==> src/rtl/operand_fetch_unit_pkg.sv <==
// Shared constants and helpers for the operand fetch / issue stage.
// Field positions assume the fixed two-operand format (rs is also dest).
package operand_fetch_unit_pkg;

  localparam int NREG_D     = 32;
  localparam int AW_D       = 5;
  localparam int DW_D       = 32;
  localparam int STALL_CW_D = 16;

  localparam int RS_MSB = 25;
  localparam int RS_LSB = 21;
  localparam int RT_MSB = 20;
  localparam int RT_LSB = 16;

  function automatic logic [NREG_D-1:0] onehot(
    input logic [AW_D-1:0] idx
  );
    onehot      = '0;
    onehot[idx] = 1'b1;
  endfunction

endpackage

==> src/rtl/operand_fetch_unit_scoreboard.sv <==
// Per-register in-flight write tracker with two combinational lookups.
// A set on the same index as a clear wins: the new owner is pending.
import operand_fetch_unit_pkg::*;

module reg_scoreboard #(
  parameter int NREG = NREG_D,
  parameter int AW   = AW_D
) (
  input  logic          clk,
  input  logic          rst,
  input  logic          flush,
  input  logic          set_en,
  input  logic [AW-1:0] set_idx,
  input  logic          clr_en,
  input  logic [AW-1:0] clr_idx,
  input  logic [AW-1:0] rd_a,
  input  logic [AW-1:0] rd_b,
  output logic          ebusy_a,
  output logic          ebusy_b
);

  logic [NREG-1:0] busy;
  logic [NREG-1:0] set_vec;
  logic [NREG-1:0] clr_vec;
  logic [NREG-1:0] ebusy;

  always_comb begin
    set_vec = '0;
    clr_vec = '0;
    if (set_en) set_vec = NREG'(onehot(AW_D'(set_idx)));
    if (clr_en) clr_vec = NREG'(onehot(AW_D'(clr_idx)));
  end

  assign ebusy   = busy & ~clr_vec;
  assign ebusy_a = ebusy[rd_a];
  assign ebusy_b = ebusy[rd_b];

  always_ff @(posedge clk or negedge rst) begin
    if (!rst) begin
      busy <= '0;
    end else if (flush) begin
      busy <= '0;
    end else begin
      busy <= ebusy | set_vec;
    end
  end

endmodule

==> src/rtl/operand_fetch_unit.sv <==
// Operand fetch / issue stage: bank read, write bypass, hazard stall,
// and a single-entry output register toward execute.
import operand_fetch_unit_pkg::*;

module operand_fetch_unit #(
  parameter int NREG     = NREG_D,
  parameter int AW       = AW_D,
  parameter int DW       = DW_D,
  parameter int STALL_CW = STALL_CW_D
) (
  input  logic                clk,
  input  logic                rst,
  input  logic                flush,
  input  logic                in_valid,
  output logic                in_ready,
  input  logic [DW-1:0]       in_instr,
  input  logic [DW-1:0]       in_pc,
  input  logic                in_wr_en,
  output logic [AW-1:0]       read_rs,
  output logic [AW-1:0]       read_rt,
  input  logic [DW-1:0]       rs_data,
  input  logic [DW-1:0]       rt_data,
  input  logic                wb_enable,
  input  logic [AW-1:0]       wb_loc,
  input  logic [DW-1:0]       wb_data,
  output logic                out_valid,
  input  logic                out_ready,
  output logic [DW-1:0]       out_instr,
  output logic [DW-1:0]       out_pc,
  output logic [DW-1:0]       out_rs_val,
  output logic [DW-1:0]       out_rt_val,
  output logic                out_wr_en,
  output logic [STALL_CW-1:0] stall_cnt
);

  logic [AW-1:0] rs;
  logic [AW-1:0] rt;
  logic [DW-1:0] op_a;
  logic [DW-1:0] op_b;
  logic          ebusy_a;
  logic          ebusy_b;
  logic          hazard;
  logic          issue;

  assign rs      = in_instr[RS_MSB:RS_LSB];
  assign rt      = in_instr[RT_MSB:RT_LSB];
  assign read_rs = rs;
  assign read_rt = rt;

  // Bank write this cycle is not yet visible on the read ports.
  assign op_a = (wb_enable && wb_loc == rs) ? wb_data : rs_data;
  assign op_b = (wb_enable && wb_loc == rt) ? wb_data : rt_data;

  reg_scoreboard #(
    .NREG (NREG),
    .AW   (AW)
  ) u_sb (
    .clk     (clk),
    .rst     (rst),
    .flush   (flush),
    .set_en  (issue & in_wr_en),
    .set_idx (rs),
    .clr_en  (wb_enable),
    .clr_idx (wb_loc),
    .rd_a    (rs),
    .rd_b    (rt),
    .ebusy_a (ebusy_a),
    .ebusy_b (ebusy_b)
  );

  assign hazard   = in_valid & (ebusy_a | ebusy_b);
  assign in_ready = ~flush & ~hazard & (~out_valid | out_ready);
  assign issue    = in_valid & in_ready;

  always_ff @(posedge clk or negedge rst) begin
    if (!rst) begin
      out_valid  <= 1'b0;
      out_instr  <= '0;
      out_pc     <= '0;
      out_rs_val <= '0;
      out_rt_val <= '0;
      out_wr_en  <= 1'b0;
    end else if (flush) begin
      out_valid <= 1'b0;
    end else if (issue) begin
      out_valid  <= 1'b1;
      out_instr  <= in_instr;
      out_pc     <= in_pc;
      out_rs_val <= op_a;
      out_rt_val <= op_b;
      out_wr_en  <= in_wr_en;
    end else if (out_ready) begin
      out_valid <= 1'b0;
    end
  end

  always_ff @(posedge clk or negedge rst) begin
    if (!rst) begin
      stall_cnt <= '0;
    end else if (hazard && !flush && !(&stall_cnt)) begin
      stall_cnt <= stall_cnt + STALL_CW'(1);
    end
  end

endmodule
==> config.mk <==
export PLATFORM = sky130hd
export DESIGN_NAME = operand_fetch_unit
export DESIGN_NICKNAME = d
export VERILOG_FILES = /design/src/rtl/operand_fetch_unit_pkg.sv /design/src/rtl/operand_fetch_unit_scoreboard.sv /design/src/rtl/operand_fetch_unit.sv
export SDC_FILE = /design/constraint.sdc
export NUM_CORES = 1
export LEC_CHECK = 0
export BUFFER_PORTS_ARGS = -buffer_cell sky130_fd_sc_hd__buf_2
export CORE_ASPECT_RATIO = 1.1
export CORE_MARGIN = 3
export CORE_UTILIZATION = 35
export DETAILED_ROUTE_END_ITERATION = 12
export GPL_ROUTABILITY_DRIVEN = 1
export HOLD_SLACK_MARGIN = 0.08
export SLEW_MARGIN = 0
export SYNTH_ARGS = -nofsm -noshare
export SYNTH_HDL_FRONTEND = slang
export SYNTH_HIERARCHICAL = 1
export SYNTH_SLANG_ARGS = --single-unit
==> constraint.sdc <==
create_clock -name clk -period 4.46 [get_ports clk]
set_input_delay 0.446 -clock clk [delete_from_list [all_inputs] [get_ports clk]]
set_output_delay 0.446 -clock clk [all_outputs]
set_load 0.01 [all_outputs]
# Word-level counts from Yosys, hierarchy flattened
# Cells that the tools add are included.
[totals]
rom_bits = 0
ram_bits = 0
memories = 0
output_inout_bits = 157
latch_bits = 0
regBits = 178
[op_classes]
n_addsub = 1
n_div = 0
bitwise_logic = 13
n_shift = 0
mux = 16
eq_ne = 2
magnitude_cmp = 5
n_reduce_logical = 11
mul = 0
[ops]
columns = ["operator", "count"]
rows = [
  ["two-way mux 32 bit", 5],
  ["AND 32 bit", 1],
  ["NOT 32 bit", 1],
  ["bitwise OR 32 bit", 1],
  ["less-than comparator 5 x 6 -> 1 bit, second input constant", 3],
  ["adder 16 x 1 -> 16 bit, second input constant", 1],
  ["AND reduction 16 bit", 1],
  ["binary-select mux 1 bit (select 5 bit)", 2],
  ["demux 1 bit (select 5 bit)", 2],
  ["== test 5 bit", 2],
  ["greater-or-equal comparator 5 x 1 -> 1 bit, second input constant", 2],
  ["two-way mux 1 bit", 7],
  ["logical AND 1 bit", 6],
  ["AND 1 bit", 5],
  ["NOT 1 bit", 3],
  ["nonzero test 3 bit", 1],
  ["zero test 1 bit", 2],
  ["bitwise OR 1 bit", 2],
  ["AND reduction 2 bit", 1],
]

# Logic depth before layout (Yosys ltp)
[depth]
ltp_word = 19
mapped_depth = 17
depth_no_buf = 13

# Hierarchy
# The synthesis kept the hierarchy.
[modules_own_cells]
columns = ["module", "instances", "area_per_inst_um2", "cells_each"]
rows = [
  ["operand_fetch_unit", 1, 6615.1, 708],
  ["reg_scoreboard", 1, 2394.8, 289],
]

# Worst setup path before layout
# No wires, ideal clock.
[synth_timing]
kind = "in2reg"
start = "input in_instr[16]"
end = "register u_sb.busy[24]"
arrival_time_ns = 3.448
required_time_ns = 4.382
slack_ns = 0.934
stages = 15
cell_sequence = "buf_4 mux2i_1 o32ai_1 a221oi_1 o2111ai_1 o31ai_1 o311ai_1 o21ai_2 and4b_1 buf_2 buf_2 and2_1 nor3b_1 nand2_1 a21oi_1"
[synth_via]
elab_chain_cells = 12
[synth_rtl]
columns = ["item", "line", "text"]
rows = [
  ["start: declaration", "operand_fetch_unit.sv:16", "input logic [DW-1:0] in_instr,"],
  ["binary-select mux 1 bit (select 5 bit)", "operand_fetch_unit_scoreboard.sv:36", "assign ebusy_b = ebusy[rd_b];"],
  ["two-way mux 1 bit (not written as such)", "operand_fetch_unit_scoreboard.sv:36", ""],
  ["named net ebusy_b", "operand_fetch_unit.sv:41", "logic ebusy_b;"],
  ["bitwise OR 1 bit", "operand_fetch_unit.sv:71", "assign hazard = in_valid & (ebusy_a | ebusy_b);"],
  ["AND 1 bit", "operand_fetch_unit.sv:71", ""],
  ["NOT 1 bit", "operand_fetch_unit.sv:72", "assign in_ready = ~flush & ~hazard & (~out_valid | out_ready);"],
  ["AND 1 bit (2 in a row)", "operand_fetch_unit.sv:72", ""],
  ["AND 1 bit", "operand_fetch_unit.sv:73", "assign issue = in_valid & in_ready;"],
  ["AND 1 bit", "operand_fetch_unit.sv:61", ".set_en (issue & in_wr_en),"],
  ["two-way mux 32 bit", "operand_fetch_unit_scoreboard.sv:30", "if (set_en) set_vec = NREG'(onehot(AW_D'(set_idx)));"],
  ["bitwise OR 32 bit", "operand_fetch_unit_scoreboard.sv:44", "busy <= ebusy | set_vec;"],
  ["two-way mux 32 bit", "operand_fetch_unit_scoreboard.sv:41", "end else if (flush) begin"],
  ["end signal: assignment", "operand_fetch_unit_scoreboard.sv:44", ""],
  ["end: declaration", "operand_fetch_unit_scoreboard.sv:22", "logic [NREG-1:0] busy;"],
]
# The timed path passes the listed nets, and every way through them passes these cells. The select of a mux whose other input is x is not followed.
# A chain may end at the register's enable or synchronous reset.

# Final worst setup path
[layout_timing]
start = "input in_instr[16]"
end = "output in_ready"
[layout_via]
elab_chain_cells = 7
[layout_rtl]
columns = ["item", "line", "text"]
rows = [
  ["binary-select mux 1 bit (select 5 bit)", "operand_fetch_unit_scoreboard.sv:36", ""],
  ["two-way mux 1 bit (not written as such)", "operand_fetch_unit_scoreboard.sv:36", ""],
  ["named net ebusy_b", "operand_fetch_unit.sv:41", ""],
  ["bitwise OR 1 bit", "operand_fetch_unit.sv:71", ""],
  ["AND 1 bit", "operand_fetch_unit.sv:71", ""],
  ["NOT 1 bit", "operand_fetch_unit.sv:72", ""],
  ["AND 1 bit (2 in a row)", "operand_fetch_unit.sv:72", ""],
  ["end: declaration", "operand_fetch_unit.sv:15", "output logic in_ready,"],
]
# The timed path passes the listed nets, and every way through them passes these cells. The select of a mux whose other input is x is not followed.

==> results.toml <==
[status]
run_status = "completed"

[setup_path]
end_kind = "output pin"
worst-path-max-fanout = 22
crit_path_class = "in -> out"
critical_path_required_ps = 4010
timing.critical_path.from_type = "input port"
arrival_ps = 2990

[final_layout]
final_standard_cell_area_without_fillers_um2 = 11440
drive_above_1_share = 0.3036
finish.net_count = 1451
finalCoreUtilization = 0.4591
post_layout_nonfiller_instances = 1634
areaGrowthSynthToFinish_pct = 27.01

[sta]
fin_crit_ps = 3431
final_tns_setup_ps = 0
skew_ps = 17.13
final_hold_viol_count = 0
grt_setup_unrepaired = "no"
setup-violations-final = 0
timing.hold.ws_ps = 116.2
report.final.slew_viol_count = 0
worstMarginPinSlew_ps = 959.5
fmax_mhz = 291.5
fin_crit_sh = 0.7693
slew-limit-headroom = 0.3603

[grt]
maximum_number_of_pins_on_one_net_before_global_route_repair = 161
grtUsageTotal = 0.2198
number_of_antenna_violations_at_the_first_check_in_global_routing = 2
grt_remaining_overflow = 0
grt_pass1_vias = 8405
grt_first_pass_wirelength_um = 48860

[logic_synthesis]
synth.cells.most_frequent = "nand2_1, dfrtp_1, o211ai_1"
syn_avg_cell_area_um2 = 9.037
ys_async_sr_fraction = 1.000
synth_largest_type_area_fraction = 0.4944
synth.yosys.warnings = 6
syn-num-nets = 1170
synth_sequential_area_ratio = 0.4944
synth_edf_count = 0
synthDominantAreaCellType = "dfrtp_1"
yosysMostFrequentCell = "nand2_1"
yosysUniqueCellTypes = 66
synth_area_leaders = "dfrtp_1, nand2_1, o211ai_1, xnor2_1, clkbuf_1"
netlist_area_um2 = 9010
postSynthRegisterBits = 178
post_synth_inst_count = 997
dominantRegCellSynth = "dfrtp_1"

[route]
firstDrtPassIters = 5
routed_wirelength_um = 31110
num_vias = 8609
wl_met2_um = 15080
routed_via_density = 5.269
ant_nets = 0
detailroute.wirelength.met3_um = 1684
initial_drc_count = 657
wirelength_met1_um = 13450
remaining_routing_drc_violations = 0
post_drt_wl_per_cell_um = 19.04
highest-signal-layer = "met4"

[floorplan]
floorplan.initialDensity = 0.3615
core.rowCount = 60
chipWidth_um = 159.0
dieHeight_um = 174.3
placeableCoreArea_um2 = 24920
ioPinCount = 329
fp.dieArea_um2 = 27710

[place]
numPlacedInstances = 1600
placement.io_buffers = 328
globalplace.congestion = 0.9180
dp_hpwl_um = 21180
placedInstanceArea_um2 = 10820

[cts]
cts_buffers = 17
clkLatencyLatePin_ps = 420
post_cts.repair.setup_buffers = 0
cts.repair.resized = 0
clk_transition_reported_paths_ps = 80
cts.path.max_buffers = 2
htree_num_levels = 4
clockRootBuffer = "clkbuf_16"
cts_tree = "built"
number_of_hold_buffers_added_after_cts = 0
clock_sink_count = 178

[run]
timing.max_cap.violations = 0

[power]
total_leakage_power_nw = 5.508
power.density_cell_area_nw_per_um2 = 404.2
ir_worst_vdd_uv = 230.2

[hold_path]
worst_hold_path_type = "in -> async"
-- layout make-up --
class	count	area [µm²]
multi-input cells	732	4136
flip-flops and latches	178	4454
well taps	341	426.7
fillers	2529	13480
repair buffers	344	1780
diodes	2	5.005
inverters	5	18.77
clock buffers	18	439.2
clock inverters	14	182.7
-- cell families after synthesis --
| family | synth area share |
|---|---|
| buffers and inverters | 0.04694 |
| adders and majority gates | 0.001388 |
| muxes | 0.03347 |
| DFF | 0.4944 |
| AOI/OAI and AO/OA | 0.1860 |
| xor gates and xnor gates | 0.02541 |
| and+or+nand+nor | 0.2125 |
-- report_power, final --
group          total (mW)  switching (mW)  internal [mW]  leakage [nW]
sequential           2.00           0.143           1.86          2.28
combinational        1.03           0.626          0.403          2.92
clock                1.60           0.722          0.874         0.307
-- worst max-delay path, cell delays in order --
cell and delay, ps:
buf_2 490, mux2i_1 310, o32ai_1 120, a221oi_1 320
o2111ai_1 180, o31ai_1 270, o311ai_1 150, o21ai_2 170
buf_4 190, and3b_1 190, buf_2 140
-- state kept, by name, summed over array words and instances, names as in the netlist --
name	cells
out_instr	32
out_valid	1
out_pc	32
stall_cnt	16
out_wr_en	1
out_rs_val	32
u_sb/busy	32
out_rt_val	32
-- cells in the final DEF (no fill, tap or decap), drive strengths merged, types with 5 or more instances in the layout --
cell / n
a21oi: 32
and3: 7
buf: 344
clkbuf: 18
dfrtp: 178
inv: 14
mux2: 14
mux2i: 14
nand2: 337
nand2b: 9
nand3: 8
nand4: 15
nor2: 21
nor3: 5
nor3b: 5
nor4: 6
o211ai: 143
o21ai: 40
or2: 5
xnor2: 24
-- routing by layer --
| layer | up-vias | global-route usage |
|---|---|---|
| li1 | 4082 | - |
| met1 | 4158 | 0.2965 |
| met2 | 312 | 0.3609 |
| met3 | 57 | 0.03980 |
| met4 | 0 | 0.06968 |
| met5 | - | 0 |
-- worst paths after layout --
check,start,cells past startpoint,slack [ps],end
setup / recovery,in_instr[16],11,1030,in_ready
hold / removal,rst,1,120,out_rt_val[12]
setup reg to reg,u_sb/busy[14],11,1290,out_rt_val[10]
hold reg to reg,out_instr[13],2,470,out_instr[13]
max in group asynchronous,rst,2,3150,out_instr[15]
min in group clk,in_pc[30],3,210,out_pc[30]
-- per-stage QoR --
stage | power [mW] | worst slack [ps]
2_1_floorplan | 2.536 | 933.7
3_3_place_gp | 3.057 | 773.7
3_5_place_dp | 3.073 | 718.0
4_1_cts | 4.691 | 1125
5_1_grt | 4.881 | 801.7
6_report | 4.626 | 1029
Power figures use the tool's default switching activity.
